**src/rtl/cphy_pkg.sv**
```systemverilog
// cphy_pkg: shared wire-state codes, symbol values, FSM states and sync word for the C-PHY receive path
package cphy_pkg;
  localparam logic [2:0] WS_PX = 3'b100;
  localparam logic [2:0] WS_NX = 3'b011;
  localparam logic [2:0] WS_PY = 3'b010;
  localparam logic [2:0] WS_NY = 3'b101;
  localparam logic [2:0] WS_PZ = 3'b001;
  localparam logic [2:0] WS_NZ = 3'b110;
  localparam logic [2:0] SYM_0 = 3'd0;
  localparam logic [2:0] SYM_1 = 3'd1;
  localparam logic [2:0] SYM_2 = 3'd2;
  localparam logic [2:0] SYM_3 = 3'd3;
  localparam logic [2:0] SYM_4 = 3'd4;
  localparam logic [20:0] SYNC_PAT = 21'o3444443;
  typedef enum logic [2:0] {IDLE, FIRST, HUNT, SYNC, DATA} state_e;
  function automatic logic ws_valid(input logic [2:0] ws);
    return ws inside {WS_PX, WS_NX, WS_PY, WS_NY, WS_PZ, WS_NZ};
  endfunction
  function automatic logic ws_pos(input logic [2:0] ws);
    return ws inside {WS_PX, WS_PY, WS_PZ};
  endfunction
  // x=0, y=1, z=2; negative states are the bitwise complement of their positive partner
  function automatic logic [1:0] ws_pair(input logic [2:0] ws);
    logic [2:0] oh;
    oh = ws_pos(ws) ? ws : ~ws;
    return oh[2] ? 2'd0 : oh[1] ? 2'd1 : 2'd2;
  endfunction
endpackage

```
**src/rtl/cphy_symbol_lut.sv**
```systemverilog
// cphy_symbol_lut: maps a previous/current wire-state pair to a 3-bit C-PHY symbol
module cphy_symbol_lut
  import cphy_pkg::*;
(
  input  logic [2:0] prev,
  input  logic [2:0] cur,
  output logic [2:0] sym,
  output logic       sym_ok
);
  logic [1:0] pp, cp;
  logic cw, pol_chg;
  assign pp = ws_pair(prev);
  assign cp = ws_pair(cur);
  assign cw = cp == ((pp == 2'd2) ? 2'd0 : pp + 2'd1);
  assign pol_chg = ws_pos(prev) != ws_pos(cur);
  assign sym_ok = ws_valid(prev) && ws_valid(cur) && prev != cur;
  assign sym = (pp == cp) ? SYM_4 : {1'b0, cw, pol_chg};
endmodule

```
**src/rtl/cphy_rx_symbol_decoder.sv**
```systemverilog
// cphy_rx_symbol_decoder: turns sampled C-PHY wire states into symbols, locks on preamble/sync, packs 7-symbol groups
module cphy_rx_symbol_decoder
  import cphy_pkg::*;
#(
  parameter int N_PRE = 7
) (
  input  logic        clk,
  input  logic        rst,
  input  logic        HsRxEn,
  input  logic        A,
  input  logic        B,
  input  logic        C,
  output logic [20:0] sym_data,
  output logic        sym_valid,
  output logic        sync_det,
  output logic        sym_err
);
  state_e state_q, state_d;
  logic [2:0] prev_q, prev_d, sync_cnt_q, sync_cnt_d, slot_q, slot_d, sym, sync_exp;
  logic [3:0] pre_cnt_q, pre_cnt_d;
  logic [17:0] grp_q, grp_d;
  logic [20:0] sym_data_q, sym_data_d;
  logic sym_valid_q, sym_valid_d, sync_det_q, sync_det_d, sym_err_q, sym_err_d, sym_ok;
  logic [2:0] cur;
  logic [4:0] sync_base;
  assign cur = {A, B, C};
  cphy_symbol_lut u_lut (.prev(prev_q), .cur(cur), .sym(sym), .sym_ok(sym_ok));
  // sync_cnt_q is the index of the last matched sync-word symbol; compare against the next one
  assign sync_base = 5'd15 - 5'd3 * {2'b0, sync_cnt_q};
  assign sync_exp = SYNC_PAT[sync_base +: 3];
  always_comb begin
    state_d = state_q;
    prev_d = prev_q;
    pre_cnt_d = pre_cnt_q;
    sync_cnt_d = sync_cnt_q;
    slot_d = slot_q;
    grp_d = grp_q;
    sym_data_d = sym_data_q;
    sym_valid_d = 1'b0;
    sym_err_d = 1'b0;
    if (!HsRxEn) begin
      state_d = IDLE;
      prev_d = '0;
      pre_cnt_d = '0;
      sync_cnt_d = '0;
      slot_d = '0;
    end else if (state_q == IDLE) begin
      state_d = FIRST;
    end else if (state_q == FIRST) begin
      if (ws_valid(cur)) begin
        state_d = HUNT;
        prev_d = cur;
        pre_cnt_d = '0;
      end
    end else if (!sym_ok) begin
      sym_err_d = 1'b1;
      state_d = FIRST;
      prev_d = '0;
      pre_cnt_d = '0;
      sync_cnt_d = '0;
      slot_d = '0;
    end else begin
      prev_d = cur;
      case (state_q)
        HUNT: begin
          pre_cnt_d = (sym != SYM_3) ? '0 : (pre_cnt_q == 4'd15) ? pre_cnt_q : pre_cnt_q + 4'd1;
          if (sym == SYM_4 && pre_cnt_q >= 4'(N_PRE)) begin
            state_d = SYNC;
            sync_cnt_d = 3'd1;
          end
        end
        SYNC: begin
          if (sym != sync_exp) begin
            state_d = HUNT;
            pre_cnt_d = {3'b0, sym == SYM_3};
          end else if (sync_cnt_q == 3'd5) begin
            state_d = DATA;
          end else begin
            sync_cnt_d = sync_cnt_q + 3'd1;
          end
        end
        default: begin
          grp_d = {grp_q[14:0], sym};
          slot_d = (slot_q == 3'd6) ? '0 : slot_q + 3'd1;
          sym_data_d = (slot_q == 3'd6) ? {grp_q, sym} : sym_data_q;
          sym_valid_d = slot_q == 3'd6;
        end
      endcase
    end
    sync_det_d = state_d == DATA;
  end
  always_ff @(posedge clk) begin
    if (rst) begin
      state_q <= IDLE;
      prev_q <= '0;
      pre_cnt_q <= '0;
      sync_cnt_q <= '0;
      slot_q <= '0;
      grp_q <= '0;
      sym_data_q <= '0;
      sym_valid_q <= 1'b0;
      sync_det_q <= 1'b0;
      sym_err_q <= 1'b0;
    end else begin
      state_q <= state_d;
      prev_q <= prev_d;
      pre_cnt_q <= pre_cnt_d;
      sync_cnt_q <= sync_cnt_d;
      slot_q <= slot_d;
      grp_q <= grp_d;
      sym_data_q <= sym_data_d;
      sym_valid_q <= sym_valid_d;
      sync_det_q <= sync_det_d;
      sym_err_q <= sym_err_d;
    end
  end
  assign sym_data = sym_data_q;
  assign sym_valid = sym_valid_q;
  assign sync_det = sync_det_q;
  assign sym_err = sym_err_q;
endmodule

```
**config.mk**
```make
export PLATFORM = sky130hd
export DESIGN_NAME = cphy_rx_symbol_decoder
export DESIGN_NICKNAME = d
export VERILOG_FILES = /design/src/rtl/cphy_pkg.sv /design/src/rtl/cphy_symbol_lut.sv /design/src/rtl/cphy_rx_symbol_decoder.sv
export SDC_FILE = /design/constraint.sdc
export NUM_CORES = 1
export LEC_CHECK = 0
export ABC_AREA = 1
export BUFFER_PORTS_ARGS = -buffer_cell sky130_fd_sc_hd__buf_2
export CAP_MARGIN = 10
export CORE_MARGIN = 2
export CORE_UTILIZATION = 59
export CTS_CLUSTER_DIAMETER = 100
export CTS_CLUSTER_SIZE = 28
export DETAILED_ROUTE_END_ITERATION = 7
export PLACE_DENSITY = 0.77
export SLEW_MARGIN = 20
export SYNTH_ARGS = -nofsm -noshare
export SYNTH_HDL_FRONTEND = slang
export SYNTH_SLANG_ARGS = --single-unit
export TNS_END_PERCENT = 1
```
**constraint.sdc**
```tcl
create_clock -name clk -period 3.2 [get_ports clk]
set_input_delay 0.32 -clock clk [delete_from_list [all_inputs] [get_ports clk]]
set_output_delay 0.32 -clock clk [all_outputs]
set_load 0.01 [all_outputs]
```
=== Word level (Yosys, flattened, before mapping) ===
Cells that the tools add are included.

* Output and inout bits: 24
* Register bits: 58

* Reduce and logical (&&, ||, !) cells: 18
* $lt $le $gt $ge: 1
* Add/sub/neg operators: 5
* Muxes and demuxes: 36
* Bitwise operators: 7
* Shift operators: 1
* Equal/unequal tests: 37
* $mul: 1

{| class="wikitable"
|+ Operators with widths
! kind !! count
|-
| 2-to-1 mux 3 bit || 21
|-
| equality test 3 bit (second input constant) || 10
|-
| 2-to-1 mux 4 bit || 6
|-
| equality test 3 x 2 -> 1 bit (second input constant) || 7
|-
| indexed part select 21 x 6 -> 3 bit (first input constant) || 1
|-
| case mux 3 bit (2 select lines) || 2
|-
| AND reduction 6 bit || 2
|-
| nonzero test 6 bit || 2
|-
| 2-to-1 mux 2 bit || 5
|-
| AND reduction 5 bit || 2
|-
| equality test 3 x 1 -> 1 bit (second input constant) || 3
|-
| inequality test 3 bit (second input constant) || 3
|-
| case mux 4 bit (2 select lines) || 1
|-
| OR reduction 7 bit || 1
|-
| adder 3 x 1 -> 3 bit (second input constant) || 2
|-
| inequality test 3 bit || 2
|-
| NOT 3 bit || 2
|-
| nonzero test 3 bit || 2
|-
| multiplier 2 x 3 -> 5 bit (first input constant) || 1
|-
| inequality test 5 bit (second input constant) || 1
|-
| NOT 1 bit || 5
|-
| subtractor 4 x 5 -> 5 bit (first input constant) || 1
|-
| adder 4 x 1 -> 4 bit (second input constant) || 1
|-
| equality test 2 bit || 2
|-
| 18 further kinds || 21
|}

=== Logic depth before layout (Yosys ltp) ===
Gate-level depths: netlist of run 1.

* Word-level depth: 18
* Depth in mapped cells: 23

=== By module ===
A second synthesis of run 1 with hierarchy kept.

* Cell total of the unflattened synthesis: 443
* Area total of the unflattened synthesis: 3099.2 sq um

{| class="wikitable"
|+ Modules (own cells, without submodules)
! module !! cells an instance !! sequential area each (sq um) !! area each (sq um) !! times used
|-
| cphy_rx_symbol_decoder || 384 || 1161.1 || 2807.7 || 1
|-
| cphy_symbol_lut || 59 || 0.0 || 291.5 || 1
|}

=== Worst setup path after synthesis of run 1 ===
Ideal clock, no wire load.

* Kind: register to register
* Start point: reg sync_cnt_q[1]
* End point: reg pre_cnt_q[2]
* Data required time: 3.087 ns
* Path buffers: 0
* Setup slack: 0.424 ns
* Clock period less this slack: 2.776 ns
* Stages on the path, launching flop included: 24
* Library setup time: 0.113 ns
* Data arrival time: 2.663 ns
* Path through: dfxtp_1 inv_1 ha_1 inv_1 fa_1 inv_1 nand2_1 o21ai_0 nand2_1 nand2_1 nand2_1 nand2_1 a21oi_2 nand2_1 nand2_2 nand2_4 nor2_4 nand2_2 nand2_2 nand2_4 nand2_4 nand2_1 nand2_1 nor2_1

* Longest elaborated chain between the ends: 6

{| class="wikitable"
|+ RTL lines
! what !! RTL line !! source
|-
| start: declaration || cphy_rx_symbol_decoder.sv:19 || <nowiki>logic [2:0] prev_q, prev_d, sync_cnt_q, sync_cnt_d, slot_q, slot_d, sym, sync_exp;</nowiki>
|-
| start signal: assignment || cphy_rx_symbol_decoder.sv:108 || <nowiki>sync_cnt_q <= sync_cnt_d;</nowiki>
|-
| multiplier 2 x 3 -> 5 bit || cphy_rx_symbol_decoder.sv:29 || <nowiki>assign sync_base = 5'd15 - 5'd3 * {2'b0, sync_cnt_q};</nowiki>
|-
| subtractor 4 x 5 -> 5 bit || cphy_rx_symbol_decoder.sv:29 ||
|-
| indexed part select 21 x 6 -> 3 bit || cphy_rx_symbol_decoder.sv:30 || <nowiki>assign sync_exp = SYNC_PAT[sync_base +: 3];</nowiki>
|-
| inequality test 3 bit || cphy_rx_symbol_decoder.sv:73 || <nowiki>if (sym != sync_exp) begin</nowiki>
|-
| inequality test 4 bit (no line) || -- ||
|-
| AND reduction 5 bit (no line) || -- ||
|-
| end signal: assignment || cphy_rx_symbol_decoder.sv:107 || <nowiki>pre_cnt_q <= pre_cnt_d;</nowiki>
|-
| end: declaration || cphy_rx_symbol_decoder.sv:20 || <nowiki>logic [3:0] pre_cnt_q, pre_cnt_d;</nowiki>
|}

No other way between the ends.
A chain may end at the register's enable or synchronous reset.

=== Final worst setup path of run 1 ===
* Start point: reg sync_cnt_q[0]
* End point: reg sync_cnt_q[2]

* Longest elaborated chain between the ends: 6
* Elaborated cells on any way between the ends: 13

{| class="wikitable"
|+ RTL lines
! what !! RTL line
|-
| multiplier 2 x 3 -> 5 bit || cphy_rx_symbol_decoder.sv:29
|-
| subtractor 4 x 5 -> 5 bit || cphy_rx_symbol_decoder.sv:29
|-
| indexed part select 21 x 6 -> 3 bit || cphy_rx_symbol_decoder.sv:30
|-
| inequality test 3 bit || cphy_rx_symbol_decoder.sv:73
|-
| inequality test 3 bit (no line) || --
|-
| AND reduction 6 bit (no line) || --
|}

Parallel ways exist; a longest one is shown, timed or not. The select of a mux whose other input is x is not followed.

==> parameters.txt, run 1 <==
Parameter                              Value

Routing
  Total wirelength of the detailed-routed design    between 7 and 8 mm
  Post-detailed-route via-to-cell ratio    ~5.4
  Total via count in the routed design    3041
  DRC violation total after the first TritonRoute iteration    ~250
  Detailed-route DRC error count    0
  Count of nets left with antenna violations after detail routing    0
  TritonRoute pass-1 iters    5
  Average detailed-routed wire length per instance    12.71 um

Clock tree
  Largest buffer count on any clock path    2
  Clk_lat worst skew    roughly 0.34 ns
  H-tree levels    3
  Clock tree from TritonCTS    yes
  CTS clock-pin slew for the worst setup and hold paths    ~0.060 ns
  Clock root buffer master    clkbuf_8
  Clock tree sinks    58
  Number of buffers created by CTS    9

STA
  Count of final setup violators    0
  Hold Fails Final Rpt    0
  Max transition margin    55.45%
  Share of the clock period used by the worst path after layout    between 90% and 100%
  Max frequency    about 0.34 GHz
  Skew final    between 0.01 and 0.015 ns
  Slew Limit Fails    0
  Slew at the pin closest to its max-slew limit    around 0.66 ns
  Minimum period implied by the final worst setup slack    just under 3 ns

Final layout
  Final #Nets    slightly above 500
  Fin cells    approximately 570
  Final cell utilization of the core    roughly 70%
  Post-route design area    about 3600 um^2
  Diodes inserted    0
  Ratio of cells with drive above 1 in the final layout    about a fifth
  Fill cell total of the finished layout    459
  Area growth, synth to finish    14.18%

Synth
  Synthesized area divided by synthesized cell count    ~6.9 um^2
  Most area-hungry cell type in the Yosys netlist    dfxtp_1
  Synthesis-stage register bit count    58
  Number of enable-type register cells in the synthesized netlist    0
  Cell count after synthesis    ~460
  Largest cells by area after synthesis    dfxtp_1, nand2_1, nor2_1
  Post-Synthesis Net Count    479
  Total standard cell area after synthesis    around 3200 um^2
  Cell variety after synth    36
  Share of synthesized area occupied by flip-flops and latches    a little over a third
  Area share of the largest cell type after synthesis    36.35%
  Number of warning messages in the yosys log    0
  Async set or reset register ratio after synthesis    0%
  Primary flip-flop cell chosen by synthesis mapping    dfxtp_1
  Cell with the most instances after synthesis    nand2_1
  Top post-synthesis cells by count    nand2_1, nor2_1, dfxtp_1, nand3_1, inv_1

GRT
  Number of global-route vias before repair    2683
  Met2 routing resource usage after global routing    a little under two fifths
  Total overflow reported by the global router    0
  Global-route wire length before repair    roughly 12 mm
  Most heavily used metal layer in global routing    met2
  Total global-route track usage    24.81%
  GRT met3 Usage    about 4.3%
  Pin count of the biggest net entering global routing    39
  Antenna violations before repair    0
  Fraction of met1 tracks used by global routing    34.66%

Power and ir drop
  Logic pwr share    around a tenth
  Power Total    roughly 1.7 mW
  Internal Dissipation    around 1.3 mW
  Switching part of the total power    between 20% and 30%
  Switching power    slightly above 0.4 mW
  Share of total power in the clock network    47.9%
  Max rail drop VDD    ~0.00042 V
  Pwr/cell area    between 400 and 500 nW/um^2
  Static Leak    around 1.7 nW
  Share of power burned in registers    between 40 and 50%

Critical path
  Setup crit end kind    register
  Worst flop-to-flop path endpoint    sync_cnt_q[2]
  Nature of the critical path startpoint    register
  Top fanout value on the critical path    6
  Worst reg2reg path depth    20
  Arr. time, crit path    approximately 3.2 ns
  Launching point of the worst reg2reg path    sync_cnt_q[0]
  Setup Crit Path Kind    register to register
  Required time of the worst setup path    between 3 and 4 ns
  Reg-to-reg slack, setup    0.23 ns

Placed design
  Number of placed cells counting well taps    550
  Buffers on Ports    29
  Instance area after placement    ~3400 um^2
  Total half-perimeter wirelength after legalization and detailed placement    between 5 and 6 mm
  RePlAce Congestion    between 0.8 and 0.9

Die
  Die width    just under 80 um
  Chip height    just under 80 um
  Num rows    26
  Initial Util    61.76%
  Number of placed I/O pins    30
  Core area    between 5000 and 6000 um^2
  Area of the die    approximately 6000 um^2

Outcome
  Run status    finished clean

Worst hold path
  Hold wc startpoint    HsRxEn
  Worst Hold Path EP    sync_det
  Min-Delay Path Depth    4
  Class of the tightest hold or removal check    input port to register

Job
  Max-cap viol count    0
-- registers in the layout (all words and copies together), names as in the netlist --
name and count:
sym_data 21, grp_q 18, pre_cnt_q 4, prev_q 3, slot_q 3, state_q 3, sync_cnt_q 3, sym_err 1
sym_valid 1, sync_det 1
-- final cells by class --
| cell class | instances | area [um^2] | area share [%] |
|---|---|---|---|
| well taps | 70 | 87.58 | 2.401 |
| flip-flops and latches | 58 | 1167 | 32.01 |
| repair buffers | 32 | 167.7 | 4.597 |
| clock buffers | 12 | 145.1 | 3.979 |
| clock inverters | 4 | 98.84 | 2.710 |
| multi-input cells | 340 | 1790 | 49.09 |
| inverters | 50 | 190.2 | 5.214 |
-- worst max path at each step --
stage                              from             to  slack (ns)  depth (start not counted)
after floorplan           sync_cnt_q[1]   pre_cnt_q[2]        0.42                         23
after global placement    sync_cnt_q[1]   pre_cnt_q[3]        0.25                         21
after detailed placement  sync_cnt_q[1]  sync_cnt_q[2]        0.12                         22
after CTS                 sync_cnt_q[1]  sync_cnt_q[2]        0.08                         20
after global routing      sync_cnt_q[0]  sync_cnt_q[2]       -0.01                         20
final                     sync_cnt_q[0]  sync_cnt_q[2]        0.23                         20
-- layer usage --
layer	wire, um	part of all wire [%]
met3	327	4.5
met1	3403	47
met5	0	0
met2	3360	47
met4	103	1.4
-- cells in the final DEF (no fill, tap or decap), drive strengths merged --
cell    count
nand2     113
nor2       68
dfxtp      58
nand3      53
inv        50
o21ai      35
buf        32
a21oi      30
clkbuf     12
ha         10
nor3        6
a211oi      4
xnor2       4
xor2        3
nand4       3
a31oi       3
bufinv      3
o211ai      2
nand3b      1
or2         1
nor4        1
o21ba       1
nor3b       1
fa          1
clkinv      1
-- cells by family (layout without fill, tap and decap cells) --
kind of cell / after synthesis / count (layout) / share of synthesized area, %
AND/OR/NAND/NOR: 247 / 247 / 35.96
AO/OA/AOI/OAI: 75 / 75 / 12.85
buffers and inverters: 64 / 98 / 8.147
flip-flops: 58 / 58 / 36.35
adder cells (fa/ha/maj): 11 / 11 / 4.544
XOR/XNOR: 7 / 7 / 2.155
-- metrics by stage --
stage	worst slack [ns]	TNS (ns)	hold slack [ns]
floorplan	0.4238	0	0.4355
global placement	0.2545	0	0.4462
detailed placement	0.1191	0	0.4478
CTS	0.07861	0	0.3433
global route	-0.009937	-0.009937	0.3950
finish	0.2253	0	0.3422
-- timing repair --
item | in CTS | in global routing
setup buffers | 0 | 0
gates resized for setup | 0 | 8
hold buffers | 0 | 0
endpoints found under the setup margin | 0 | 11
-- worst max-delay path, cell delays in order, from the launching register on --
cell,delay (ns)
dfxtp_2,0.37
inv_1,0.10
ha_4,0.30
inv_1,0.06
fa_2,0.60
inv_1,0.11
o21ai_0,0.19
nand2_1,0.09
nand3_1,0.10
nand2_1,0.08
a21oi_2,0.11
nand2_1,0.07
nand2_2,0.07
nand2_4,0.06
nor3_2,0.12
nand2_1,0.09
nand2_1,0.11
nand2_1,0.08
nand2_1,0.07
inv_1,0.04
nor2_1,0.09
-- power by group through the flow --
stage	clock network [mW]	registers (mW)	logic, mW
finish	0.829	0.730	0.169
global route	0.868	0.731	0.190
CTS	0.836	0.731	0.167
detailed placement	0	0.747	0.166
global placement	0	0.747	0.163
floorplan	0	0.746	0.135
No activity file was read; power rests on OpenSTA's default activity.
==> run 2: changes to the inputs <==
Settings changed: RECOVER_POWER set to 50.
==> run 2 against run 1 <==
Against the previous run:
- combinational power is essentially flat
- utilization shrank 0.90 points
- total power shrank 0.25%
- global-route usage is the same
==> parameters.txt, run 2 (synthesized netlist as in run 1, its figures left out) <==
Parameter                              Value

Final layout
  Final cell utilization of the core    69.62% (was 70.51%)
  Diodes inserted    0 (unchanged)
  Final #Nets    508 (unchanged)
  Ratio of cells with drive above 1 in the final layout    14.52% (was 20.56%)
  Area growth, synth to finish    12.73% (was 14.18%)
  Top library cells by usage in the layout, fill and taps aside    nand2_1, nor2_1, dfxtp_1 (unchanged)
  Number of flip-flops under the largest register name    21 (unchanged)
  Leading cell type in the layout, fill and taps excluded    nand2_1 (unchanged)
  Post-route design area    3601 um^2 (was 3647 um^2)

Power and ir drop
  Share of total power in the clock network    47.9% (about the same)
  Switching power    0.4054 mW (was 0.4089 mW)
  Max rail drop VDD    0.0004189 V (was 0.0004195 V)
  Pwr/cell area    478.7 nW/um^2 (was 473.8 nW/um^2)
  Internal Dissipation    1.318 mW (was 1.319 mW)
  Share of power burned in registers    42.4% (was 42.3%)
  Switching part of the total power    23.52% (was 23.67%)
  Logic pwr share    9.7% (was 9.8%)
  Static Leak    1.561 nW (was 1.676 nW)

Routing
  DRC violation total after the first TritonRoute iteration    216 (was 253)
  Post-detailed-route via-to-cell ratio    5.436 (was 5.373)
  Average detailed-routed wire length per instance    12.78 um (was 12.71 um)
  Detailed-route DRC error count    0 (unchanged)
  TritonRoute pass-1 iters    5 (unchanged)
  Total wirelength of the detailed-routed design    7.232 mm (was 7.194 mm)
  Count of nets left with antenna violations after detail routing    0 (unchanged)
  Total via count in the routed design    3077 (was 3041)

Clock tree
  Resize count post-CTS    0 (unchanged)
  Clk_lat worst skew    0.34 ns (about the same)
  Number of buffers created by CTS    9 (unchanged)
  Clock root buffer master    clkbuf_8 (unchanged)
  CTS clock-pin slew for the worst setup and hold paths    0.06 ns (about the same)
  Number of buffers inserted for hold repair after clock tree synthesis    0 (unchanged)
  Clock tree sinks    58 (unchanged)
  Post-CTS repair timing setup buffer count    0 (unchanged)
  Largest buffer count on any clock path    2 (unchanged)
  Clock tree from TritonCTS    yes (unchanged)
  H-tree levels    3 (unchanged)

GRT
  Total overflow reported by the global router    0 (unchanged)
  Total global-route track usage    24.81% (unchanged)
  Global-route wire length before repair    11.99 mm (unchanged)
  Antenna violations before repair    0 (unchanged)
  Number of global-route vias before repair    2683 (unchanged)
  Pin count of the biggest net entering global routing    39 (unchanged)

STA
  Post-layout worst setup margin    0.2189 ns (was 0.2253 ns)
  Minimum period implied by the final worst setup slack    2.981 ns (was 2.975 ns)
  Hold Fails Final Rpt    0 (unchanged)
  Skew final    0.01322 ns (was 0.01385 ns)
  Final total negative setup slack    0 ns (unchanged)
  Slew at the pin closest to its max-slew limit    0.9116 ns (was 0.6631 ns)
  Max frequency    0.3354 GHz (was 0.3362 GHz)
  Max transition margin    39.23% (was 55.45%)
  Share of the clock period used by the worst path after layout    93.16% (was 92.96%)
  Count of final setup violators    0 (unchanged)
  Final-layout worst hold slack    0.3359 ns (was 0.3422 ns)
  Slew Limit Fails    0 (unchanged)

Die
  Area of the die    6019 um^2 (unchanged)
  Chip height    77.58 um (unchanged)
  Num rows    26 (unchanged)
  Die width    77.58 um (unchanged)
  Initial Util    61.76% (unchanged)
  Number of placed I/O pins    30 (unchanged)
  Core area    5172 um^2 (unchanged)

Critical path
  Worst flop-to-flop path endpoint    sync_cnt_q[2] (unchanged)
  Sequence of cells on the critical path    inv_1 -> ha_4 -> inv_1 -> fa_2 -> inv_1 -> o21ai_0 -> nand2_1 -> nand3_1 -> nand2_1 -> a21oi_2 -> nand2_1 -> nand2_2 -> nand2_4 -> nor3_2 -> nand2_1 -> nand2_1 -> nand2_1 -> nand2_1 -> inv_1 -> nor2_1 (unchanged)
  Most used cell along the critical path    nand2_1 (unchanged)
  Nature of the critical path startpoint    register (unchanged)
  Top fanout value on the critical path    6 (unchanged)
  Setup Crit Path Kind    register to register (unchanged)
  Arr. time, crit path    3.25 ns (was 3.24 ns)
  Launching point of the worst reg2reg path    sync_cnt_q[0] (unchanged)
  Setup crit end kind    register (unchanged)
  Worst reg2reg path depth    20 (unchanged)
  Standard cell with the maximum stage delay on the critical path    fa_2 (unchanged)
  Required time of the worst setup path    3.47 ns (about the same)
  Reg-to-reg slack, setup    0.22 ns (was 0.23 ns)
  Maximum cell stage delay along the critical path    0.60 ns (about the same)

Placed design
  Buffers on Ports    29 (unchanged)
  Instance area after placement    3379 um^2 (unchanged)
  Post-placement setup slack    0.1191 ns (unchanged)
  Total half-perimeter wirelength after legalization and detailed placement    5.011 mm (unchanged)
  RePlAce Congestion    0.8733 (unchanged)

Job
  Max-cap viol count    0 (unchanged)

Worst hold path
  Min-Delay Path Depth    4 (unchanged)
  Worst Hold Path EP    sync_det (unchanged)
  Hold wc startpoint    HsRxEn (unchanged)
  Class of the tightest hold or removal check    input port to register (unchanged)

Outcome
  Run status    finished clean (unchanged)
[run 2: routing by layer]
layer	part of all wire (%)	wire (um)	up-vias	GRT usage, %
li1	-	-	1558	-
met1	47	3403	1410	34.66
met2	47	3365	92	37.84
met3	4.8	348	17	4.302
met4	1.6	115	0	10.36
met5	0	0	-	0
[run 2: area by class of cell]
| type | count | area, um^2 |
|---|---|---|
| multi-input cells | 340 | 1778 |
| fillers | 478 | 1572 |
| flip-flops and latches | 58 | 1167 |
| inverters | 50 | 190.2 |
| clock buffers | 12 | 145.1 |
| repair buffers | 32 | 133.9 |
| clock inverters | 4 | 98.84 |
| well taps | 70 | 87.58 |
[run 2: power groups by stage]
stage	clock network (mW)	registers [mW]	logic (mW)
2_1_floorplan	0	0.746	0.135
3_3_place_gp	0	0.747	0.163
3_5_place_dp	0	0.747	0.166
4_1_cts	0.836	0.731	0.167
5_1_grt	0.868	0.731	0.188
6_report	0.826	0.730	0.167
[run 2: critical path: cells and delay by family, from the launching register on]
kind	cells	cell delay [ns]
and+or+nand+nor	12	1.03
adders and majority gates	2	0.90
DFF	1	0.37
buffers and inverters	4	0.31
AOI/OAI and AO/OA	2	0.30
[run 2: how the worst max path moves through the flow]
stage	startpoint	to	slack [ns]
2_1_floorplan	sync_cnt_q[1]	pre_cnt_q[2]	0.42
3_3_place_gp	sync_cnt_q[1]	pre_cnt_q[3]	0.25
3_5_place_dp	sync_cnt_q[1]	sync_cnt_q[2]	0.12
4_1_cts	sync_cnt_q[1]	sync_cnt_q[2]	0.08
5_1_grt	sync_cnt_q[0]	sync_cnt_q[2]	-0.01
6_report	sync_cnt_q[0]	sync_cnt_q[2]	0.22
[run 2: stage by stage]
step | instances | power, mW
2_1_floorplan | 462 | 0.8808
3_3_place_gp | 550 | 0.9099
3_5_place_dp | 550 | 0.9131
4_1_cts | 566 | 1.734
5_1_grt | 566 | 1.787
6_report | 566 | 1.724
==> run 3: changes to the inputs <==
Settings changed: BUFFER_PORTS_ARGS -buffer_cell sky130_fd_sc_hd__buf_2 to unset, CORE_UTILIZATION 59 to 63, DONT_BUFFER_PORTS set to 1.
==> run 3 against run 2 <==
Against the previous run:
- sequential share of layout area is 1.3 points higher
- global-route usage is 0.66 points higher
- register-to-register slack better by 0.08 ns
- flip-flop and latch count stayed put
- final area is 4.2% lower
- largest cell class unchanged
- critical path depth is 2 higher
- utilization is 2.0 points higher
- via count is 5.1% lower
- combinational power is 6% lower
- largest power group is now registers
==> parameters.txt, run 3 (synthesized netlist as in run 1, its figures left out) <==
Parameter                              Value

Outcome
  Run status    finished clean (unchanged)

GRT
  Number of global-route vias before repair    2555 (was 2683)
  Global-route wire length before repair    11.10 mm (was 11.99 mm)
  Total overflow reported by the global router    0 (unchanged)
  Pin count of the biggest net entering global routing    39 (unchanged)
  Total global-route track usage    25.47% (was 24.81%)
  Antenna violations before repair    0 (unchanged)

Clock tree
  CTS clock-pin slew for the worst setup and hold paths    0.07 ns (was 0.06 ns)
  Largest buffer count on any clock path    2 (unchanged)
  Clock root buffer master    clkbuf_8 (unchanged)
  Clock tree sinks    58 (unchanged)
  Clock tree from TritonCTS    yes (unchanged)
  Post-CTS repair timing setup buffer count    0 (unchanged)
  Clk_lat worst skew    0.33 ns (was 0.34 ns)
  Number of buffers created by CTS    9 (unchanged)
  H-tree levels    3 (unchanged)

Die
  Num rows    25 (was 26)
  Area of the die    5656 um^2 (was 6019 um^2)
  Core area    4817 um^2 (was 5172 um^2)
  Number of placed I/O pins    30 (unchanged)
  Die width    75.21 um (was 77.58 um)
  Chip height    75.21 um (was 77.58 um)
  Initial Util    66.31% (was 61.76%)

STA
  Final total negative setup slack    0 ns (unchanged)
  Final-layout worst hold slack    0.05246 ns (was 0.3359 ns)
  Max frequency    0.3443 GHz (was 0.3354 GHz)
  Skew final    0.006480 ns (was 0.01322 ns)
  Minimum period implied by the final worst setup slack    2.904 ns (was 2.981 ns)
  Count of final setup violators    0 (unchanged)
  Share of the clock period used by the worst path after layout    90.76% (was 93.16%)
  Hold Fails Final Rpt    0 (unchanged)
  Post-layout worst setup margin    0.2956 ns (was 0.2189 ns)
  Slew Limit Fails    0 (unchanged)
  Max transition margin    49.42% (was 39.23%)
  Slew at the pin closest to its max-slew limit    0.7569 ns (was 0.9116 ns)

Power and ir drop
  Share of power burned in registers    46.3% (was 42.4%)
  Share of total power in the clock network    43.8% (was 47.9%)
  Internal Dissipation    1.198 mW (was 1.318 mW)
  Switching power    0.3827 mW (was 0.4054 mW)
  Switching part of the total power    24.20% (was 23.52%)
  Static Leak    1.505 nW (was 1.561 nW)
  Pwr/cell area    458.2 nW/um^2 (was 478.7 nW/um^2)
  Max rail drop VDD    0.0003302 V (was 0.0004189 V)
  Power Total    1.581 mW (was 1.724 mW)
  Logic pwr share    10.0% (was 9.7%)

Critical path
  Nature of the critical path startpoint    register (unchanged)
  Setup crit end kind    register (unchanged)
  Top fanout value on the critical path    6 (unchanged)
  Required time of the worst setup path    3.47 ns (about the same)
  Arr. time, crit path    3.17 ns (was 3.25 ns)
  Setup Crit Path Kind    register to register (unchanged)

Routing
  Detailed-route DRC error count    0 (unchanged)
  Uppermost metal layer occupied by signal nets    met4 (unchanged)
  Met3 wire len    383 um (was 348 um)
  DRC violation total after the first TritonRoute iteration    182 (was 216)
  Total wirelength of the detailed-routed design    6.795 mm (was 7.232 mm)
  Count of nets left with antenna violations after detail routing    0 (unchanged)
  Post-detailed-route via-to-cell ratio    5.470 (was 5.436)
  DRT met1 WL    3.343 mm (was 3.403 mm)
  TritonRoute pass-1 iters    4 (was 5)
  Detail Route met2 WL    3.049 mm (was 3.365 mm)
  Total via count in the routed design    2921 (was 3077)
  Average detailed-routed wire length per instance    12.72 um (was 12.78 um)

Placed design
  Post-placement setup slack    0.1663 ns (was 0.1191 ns)
  Buffers on Ports    0 (was 29)
  RePlAce Congestion    0.9263 (was 0.8733)
  Number of placed cells counting well taps    518 (was 550)
  Total half-perimeter wirelength after legalization and detailed placement    4.940 mm (was 5.011 mm)
  Instance area after placement    3231 um^2 (was 3379 um^2)

Job
  Max-cap viol count    0 (unchanged)

Final layout
  Fill cell total of the finished layout    430 (was 478)
  Fin cells    534 (was 566)
  Leading cell type in the layout, fill and taps excluded    nand2_1 (unchanged)
  Number of flip-flops under the largest register name    21 (unchanged)
  Final #Nets    479 (was 508)
  Ratio of cells with drive above 1 in the final layout    15.20% (was 14.52%)
  Diodes inserted    0 (unchanged)
  Area growth, synth to finish    8.030% (was 12.73%)
  Post-route design area    3451 um^2 (was 3601 um^2)
  Final cell utilization of the core    71.64% (was 69.62%)
  Top library cells by usage in the layout, fill and taps aside    nand2_1, nor2_1, dfxtp_1 (unchanged)

Worst hold path
  Class of the tightest hold or removal check    input port to register (unchanged)
[run 3: cell types whose count changed in the layout (fill, tap and decap cells not counted), moves of 2 or more]
cell	change
buf_2	-4
bufinv_16	-2
clkbuf_1	-27
clkbuf_8	+2
clkinv_2	+2
nor2_1	-2
nor2_2	+2
[run 3: routing by layer]
metal | global-route usage, % | up-vias
li1 | - | 1501
met1 | 35.24 | 1338
met2 | 39.86 | 80
met3 | 6.426 | 2
met4 | 6.823 | 0
met5 | 0 | -
[run 3: cell type report]
cell class              instances  area, um^2  area share (%)
repair buffers                  3       20.02          0.5801
clock buffers                  12       165.2           4.786
flip-flops and latches         58        1164           33.72
inverters                      50       188.9           5.475
multi-input cells             340        1780           51.60
well taps                      67       83.83           2.429
clock inverters                 4       48.80           1.414
[run 3: power groups by stage]
stage / clock network, mW / logic, mW / registers, mW
5_1_grt: 0.732 / 0.177 / 0.732
6_report: 0.692 / 0.157 / 0.732
3_3_place_gp: 0 / 0.153 / 0.748
4_1_cts: 0.706 / 0.158 / 0.732
2_1_floorplan: 0 / 0.135 / 0.746
3_5_place_dp: 0 / 0.156 / 0.748
[run 3: final timing paths]
kind / start / end / slack, ns / cells after the start
max reg2reg: sync_cnt_q[1] / sync_cnt_q[2] / 0.30 / 22
max: sync_cnt_q[1] / sync_cnt_q[2] / 0.30 / 22
min reg2reg: grp_q[1] / sym_data[4] / 0.47 / 2
min: rst / sym_data[19] / 0.05 / 1
[run 3: worst max-delay path: stages (launching register included)]
cell	delay, ns
dfxtp_2	0.37
inv_1	0.12
ha_4	0.31
inv_1	0.06
fa_1	0.61
inv_2	0.09
nand2_1	0.08
o21ai_0	0.08
nand2_1	0.07
nand2_1	0.05
nand2_1	0.05
nand2_1	0.07
a21oi_2	0.12
nand2_1	0.07
nand2_2	0.07
nand2_4	0.06
nor3_2	0.14
nand2_1	0.09
nand2_1	0.11
nand2_1	0.07
nand2_1	0.06
inv_1	0.04
nor2_1	0.08
[run 3: timing repair]
item | 4_1_cts | 5_1_grt
endpoints found under the hold margin | 0 | 0
resized for setup | 0 | 6
hold buffers | 0 | 0
endpoints found under the setup margin | 0 | 10
